**src/rtl/sigmul_round_if.sv**
```systemverilog
// sigmul_round_if: upstream and downstream handshake plus data of the normalize/round stage
interface sigmul_round_if #(
    parameter int NSIG = 10,
    parameter int NEXP = 5
);
    logic                  in_valid;
    logic                  in_ready;
    logic [2*NSIG+1:0]     p;
    logic [NEXP+1:0]       exp_in;
    logic                  sign_in;
    logic                  out_valid;
    logic                  out_ready;
    logic [NSIG:0]         sig_out;
    logic [NEXP+1:0]       exp_out;
    logic                  sign_out;
    logic                  inexact;
    modport master (
        output in_valid, p, exp_in, sign_in, out_ready,
        input  in_ready, out_valid, sig_out, exp_out, sign_out, inexact
    );
    modport slave (
        input  in_valid, p, exp_in, sign_in, out_ready,
        output in_ready, out_valid, sig_out, exp_out, sign_out, inexact
    );
endinterface

```
**src/rtl/sigmul_round.sv**
```systemverilog
// sigmul_round: two-stage normalize and round-to-nearest-even after the significand multiplier
module sigmul_round #(
    parameter int NSIG = 10,
    parameter int NEXP = 5
) (
    input logic          clk,
    input logic          rst,
    sigmul_round_if.slave bus
);
    localparam int EW = NEXP + 2;
    logic            s1_valid, s2_valid, s1_adv, s2_adv;
    logic            hi, n_g, n_s, s1_g, s1_s, s1_sign, inc;
    logic [NSIG-1:0] lo_sh;
    logic [NSIG:0]   n_keep, s1_keep, r_sig, o_sig;
    logic [NSIG+1:0] r;
    logic [EW-1:0]   n_e, s1_e, r_e, o_e;
    logic            o_sign, o_inexact;
    assign s2_adv        = !s2_valid || bus.out_ready;
    assign s1_adv        = !s1_valid || s2_adv;
    assign bus.in_ready  = s1_adv;
    assign bus.out_valid = s2_valid;
    assign bus.sig_out   = o_sig;
    assign bus.exp_out   = o_e;
    assign bus.sign_out  = o_sign;
    assign bus.inexact   = o_inexact;
    // Normalize: take the window under the leading one, fold the tail into guard and sticky
    always_comb begin
        hi     = bus.p[2*NSIG+1];
        lo_sh  = bus.p[NSIG-1:0] << 1;
        n_keep = hi ? bus.p[2*NSIG+1:NSIG+1] : bus.p[2*NSIG:NSIG];
        n_g    = hi ? bus.p[NSIG] : bus.p[NSIG-1];
        n_s    = hi ? |bus.p[NSIG-1:0] : |lo_sh;
        n_e    = bus.exp_in + EW'(hi);
    end
    // Round to nearest even; an all-ones keep carries out and renormalizes to 1.0
    always_comb begin
        inc   = s1_g && (s1_s || s1_keep[0]);
        r     = {1'b0, s1_keep} + (NSIG+2)'(inc);
        r_sig = r[NSIG+1] ? {1'b1, {NSIG{1'b0}}} : r[NSIG:0];
        r_e   = s1_e + EW'(r[NSIG+1]);
    end
    // Stage registers: valids follow the advance chain, data loads only with a beat moving in
    always_ff @(posedge clk) begin
        if (rst) begin
            s1_valid  <= 1'b0;
            s2_valid  <= 1'b0;
            s1_keep   <= '0;
            s1_g      <= 1'b0;
            s1_s      <= 1'b0;
            s1_e      <= '0;
            s1_sign   <= 1'b0;
            o_sig     <= '0;
            o_e       <= '0;
            o_sign    <= 1'b0;
            o_inexact <= 1'b0;
        end else begin
            if (s1_adv) s1_valid <= bus.in_valid;
            if (s1_adv && bus.in_valid) begin
                s1_keep <= n_keep;
                s1_g    <= n_g;
                s1_s    <= n_s;
                s1_e    <= n_e;
                s1_sign <= bus.sign_in;
            end
            if (s2_adv) s2_valid <= s1_valid;
            if (s2_adv && s1_valid) begin
                o_sig     <= r_sig;
                o_e       <= r_e;
                o_sign    <= s1_sign;
                o_inexact <= s1_g | s1_s;
            end
        end
    end
endmodule

```
**src/flat_wrapper.sv**
```systemverilog
// flat-port wrapper written by rule: the top's interface ports become plain ports
module sigmul_round_flat 
#(
    parameter int NSIG = 10,
    parameter int NEXP = 5
)
  (clk, rst, bus_in_valid, bus_p, bus_exp_in, bus_sign_in, bus_out_ready, bus_in_ready, bus_out_valid, bus_sig_out, bus_exp_out, bus_sign_out, bus_inexact);
  sigmul_round_if #(.NSIG(NSIG), .NEXP(NEXP)) bus_i ();
  input logic clk;
  input logic rst;
  input wire logic [$bits(bus_i.in_valid)-1:0] bus_in_valid;
  input wire logic [$bits(bus_i.p)-1:0] bus_p;
  input wire logic [$bits(bus_i.exp_in)-1:0] bus_exp_in;
  input wire logic [$bits(bus_i.sign_in)-1:0] bus_sign_in;
  input wire logic [$bits(bus_i.out_ready)-1:0] bus_out_ready;
  output wire logic [$bits(bus_i.in_ready)-1:0] bus_in_ready;
  output wire logic [$bits(bus_i.out_valid)-1:0] bus_out_valid;
  output wire logic [$bits(bus_i.sig_out)-1:0] bus_sig_out;
  output wire logic [$bits(bus_i.exp_out)-1:0] bus_exp_out;
  output wire logic [$bits(bus_i.sign_out)-1:0] bus_sign_out;
  output wire logic [$bits(bus_i.inexact)-1:0] bus_inexact;
  assign bus_i.in_valid = bus_in_valid;
  assign bus_i.p = bus_p;
  assign bus_i.exp_in = bus_exp_in;
  assign bus_i.sign_in = bus_sign_in;
  assign bus_i.out_ready = bus_out_ready;
  assign bus_in_ready = bus_i.in_ready;
  assign bus_out_valid = bus_i.out_valid;
  assign bus_sig_out = bus_i.sig_out;
  assign bus_exp_out = bus_i.exp_out;
  assign bus_sign_out = bus_i.sign_out;
  assign bus_inexact = bus_i.inexact;
  sigmul_round #(.NSIG(NSIG), .NEXP(NEXP)) u_core (.clk(clk), .rst(rst), .bus(bus_i));
endmodule
```
**config.mk**
```make
export PLATFORM = sky130hd
export DESIGN_NAME = sigmul_round_flat
export DESIGN_NICKNAME = d
export VERILOG_FILES = /design/src/rtl/sigmul_round_if.sv /design/src/rtl/sigmul_round.sv /design/src/flat_wrapper.sv
export SDC_FILE = /design/constraint.sdc
export NUM_CORES = 1
export LEC_CHECK = 0
export BUFFER_PORTS_ARGS = -buffer_cell sky130_fd_sc_hd__buf_2
export CAP_MARGIN = 20
export CORE_UTILIZATION = 50
export DETAILED_ROUTE_END_ITERATION = 8
export PLACE_DENSITY = 0.8
export SLEW_MARGIN = 20
export SYNTH_ARGS = -nofsm -noshare
export SYNTH_HDL_FRONTEND = slang
export SYNTH_SLANG_ARGS = --single-unit
```
**constraint.sdc**
```tcl
create_clock -name clk -period 2.45 [get_ports clk]
set_input_delay 0.49 -clock clk [delete_from_list [all_inputs] [get_ports clk]]
set_output_delay 0.49 -clock clk [all_outputs]
set_load 0.005 [all_outputs]
```
==> impl_metrics.env <==
export IMPL_layout_drive_gt1_share_pct=27.78
export IMPL_ant_nets=0
export IMPL_peakVddDrop_uv=325.4
export IMPL_gp_congestion=0.7404
export IMPL_overflow=0
export IMPL_combPwrFrac_pct=14.2
export IMPL_maxSlewViolCount=0
export IMPL_row_count=22
export IMPL_multiInputGateArea_um2=1069
export IMPL_min_to="u_core.s1_sign"
export IMPL_clk_path_buf_depth=2
export IMPL_synth_cells=217
export IMPL_io_pins=56
export IMPL_dieArea_um2=4256
export IMPL_worst_pin_slew_ns=0.5035
export IMPL_synth_enable_flop_cells=0
export IMPL_p_switching_w=0.0003647
export IMPL_dominantRegCellSynth="dfxtp_1"
export IMPL_p_seq_share_pct=56.4
export IMPL_ctsRootBufferMaster="clkbuf_8"
export IMPL_post_route_period_util_pct=90.73
export IMPL_yosys_top_cells_count="dfxtp_1, nor2_1, a211oi_1"
export IMPL_fin_skew_ns=0.003041
export IMPL_crit_path_max_incr_delay_ns=0.35
export IMPL_p_int_w=0.001027
export IMPL_fin_cells=318
export IMPL_maxSlewHeadroom_pct=66.25
export IMPL_fillers=333
export IMPL_initial_core_util_pct=53.41
export IMPL_synth_avg_cell_area_um2=9.214
export IMPL_final_area_um2=2394
export IMPL_clkLatencyLatePin_ns=0.30
export IMPL_hold_depth=3
export IMPL_finalPower_w=0.001392
export IMPL_syn_nets=257
export IMPL_hold_slack_ns=0.4296
export IMPL_reg2reg_to="u_core.bus.exp_out[6]"
export IMPL_cts_buffers=5
export IMPL_grt_max_degree=38
export IMPL_cp_max_fo=4
export IMPL_hp_class="in -> reg"
export IMPL_vias_per_cell=5.261
export IMPL_io_buffers=55
export IMPL_r2r_slack_ns=0.23
export IMPL_cp_arrival_ns=2.44
export IMPL_postPlaceCellArea_um2=2300
export IMPL_slowest_stage="dfxtp_2"
export IMPL_placed_cells=310
export IMPL_status="complete, no violations"
export IMPL_worst_r2r_cell_count=10
export IMPL_cts_num_sinks=43
export IMPL_p_sw_share_pct=26.20
export IMPL_p_per_area_nw_per_um2=581.6
export IMPL_core_um2=3744
export IMPL_r2r_start="u_core.s1_keep[0]"
export IMPL_wl_um=4091
export IMPL_hold_path_startpoint="bus_sign_in"
export IMPL_drtIter0Drc=58
export IMPL_period_needed_ns=2.223
export IMPL_area_delta_synth_final_pct=19.71
export IMPL_yosysWarnings=0
export IMPL_crit_family="simple AND/OR/NAND/NOR gates"
export IMPL_p_leak_nw=1.051
export IMPL_yosys_cell_count_top_type="dfxtp_1"
export IMPL_grt_pass1_vias=1490
export IMPL_htreeDepth=2
export IMPL_ys_ff_latch=43
export IMPL_final_setup_tns_ns=0
export IMPL_die_h_um=65.24
export IMPL_antenna_found_initial=0
export IMPL_seq_area_um2=864.6
export IMPL_rsz0062_at_grt="false"
export IMPL_groute_usage_overall_pct=21.44
export IMPL_yosys_area_top_type="dfxtp_1"
export IMPL_nets=311
export IMPL_num_vias=1673
export IMPL_wl_per_cell_um=12.86
export IMPL_cp_end_kind="register"
export IMPL_ys_types=31
export IMPL_clk_pin_slew_worst_paths_ns=0.07
export IMPL_cp_num_buf_inv=0
export IMPL_start_kind="register"
export IMPL_power_share_clock_pct=29.5
export IMPL_crit_type="reg -> reg"
export IMPL_crit_chain="o21a_1 > ha_2 > nand4_1 > nor4_4 > and2_2 > ha_1 > and3_1 > nand3_1 > xor2_1 > a211oi_1"
export IMPL_cts_tree="done"
export IMPL_seq_area_frac_synth_pct=43.05
export IMPL_syn_area_um2=1999
export IMPL_cp_required_ns=2.67
export IMPL_synth_top_area_share_pct=43.05
export IMPL_first_pass_iters=4
export IMPL_cap_violations=0
export IMPL_die_w_um=65.24
export IMPL_grt_pass1_wl_um=6762
export IMPL_drc=0
export IMPL_setup_viol=0
export IMPL_fmax_mhz=449.9
export IMPL_hpwl_um=3003
export IMPL_diodes=0
export IMPL_async_flop_share_pct=0
export IMPL_synthTopCellsByArea="dfxtp_1, a211oi_1, nor2_1, mux2i_1, xnor2_1"
export IMPL_hold_viol_final=0
==> metrics by stage <==
step / worst slack [ns] / utilization (%)
2_1_floorplan: 0.3761 / -
3_3_place_gp: 0.2677 / 61.43
3_5_place_dp: 0.1963 / 61.43
4_1_cts: 0.1687 / 63.37
5_1_grt: 0.02986 / 63.94
6_report: 0.2272 / 63.94
==> power by group through the flow <==
| stage | sequential [W] | clock [W] | combinational [W] |
|---|---|---|---|
| 2_1_floorplan | 0.000794 | 0 | 0.000121 |
| 3_3_place_gp | 0.000797 | 0 | 0.000192 |
| 3_5_place_dp | 0.000800 | 0 | 0.000196 |
| 4_1_cts | 0.000784 | 0.000417 | 0.000198 |
| 5_1_grt | 0.000792 | 0.000445 | 0.000223 |
| 6_report | 0.000785 | 0.000410 | 0.000197 |
==> worst max-delay path by stage <==
stage                                  from                    end  slack (ns)  cells past startpoint
after floorplan           u_core.s1_keep[0]  u_core.bus.exp_out[6]        0.38                     10
after detailed placement        u_core.s1_g  u_core.bus.exp_out[6]        0.20                     10
final                     u_core.s1_keep[0]  u_core.bus.exp_out[6]        0.23                     10
after global routing      u_core.s1_keep[0]  u_core.bus.exp_out[6]        0.03                     10
after CTS                 u_core.s1_keep[0]  u_core.bus.exp_out[6]        0.17                     10
after global placement    u_core.s1_keep[0]  u_core.bus.exp_out[6]        0.27                     10
==> final cells by class <==
type,instances,area share (%)
clock buffer,6,3.032
multi-input combinational,157,44.64
sequential,43,36.12
tap,48,2.509
inverter,4,0.6273
timing repair buffer,60,13.07
==> placed cells by master (no fill, tap or decap), drive strengths merged, types with 7 or more instances in the layout <==
cell    count
a211oi     25
a21oi       8
a22o        7
buf        60
dfxtp      43
mux2i      11
nand2      18
nor2       31
nor3        8
xnor2      10
xor2        8
==> tightest hold or removal path, stage by stage <==
cell and delay (ns):
buf_2 0.10, nand2_1 0.05, a21oi_1 0.05
==> registers in the layout (all words and copies together), names as in the netlist <==
name	count
u_core.bus.sig_out	11
u_core.s1_keep	11
u_core.bus.exp_out	7
u_core.s1_e	7
u_core.bus.inexact	1
u_core.bus.out_valid	1
u_core.bus.sign_out	1
u_core.s1_g	1
u_core.s1_s	1
u_core.s1_sign	1
u_core.s1_valid	1
==> metal layers <==
layer / global-route usage (%) / routed length (um) / share of wire (%)
met2: 32.60 / 1811 / 44
met1: 27.72 / 2018 / 49
met5: 0 / 0 / 0
met3: 5.903 / 179 / 4.4
met4: 10.60 / 82 / 2.0
==> repair_timing <==
item	CTS	global route
hold buffers	0	0
gates resized for setup	0	4
setup buffers	0	2
endpoints found under the setup margin	0	1
==> cell families after synthesis <==
kind of cell	Yosys count	share of synthesized area, %
and+or+nand+nor	79	20.15
AOI/OAI and AO/OA	43	16.02
DFF	43	43.05
xor gates and xnor gates	18	7.885
buffers and inverters	17	3.629
muxes	11	5.507
adders and majority gates	6	3.755
Power figures use the tool's default switching activity.
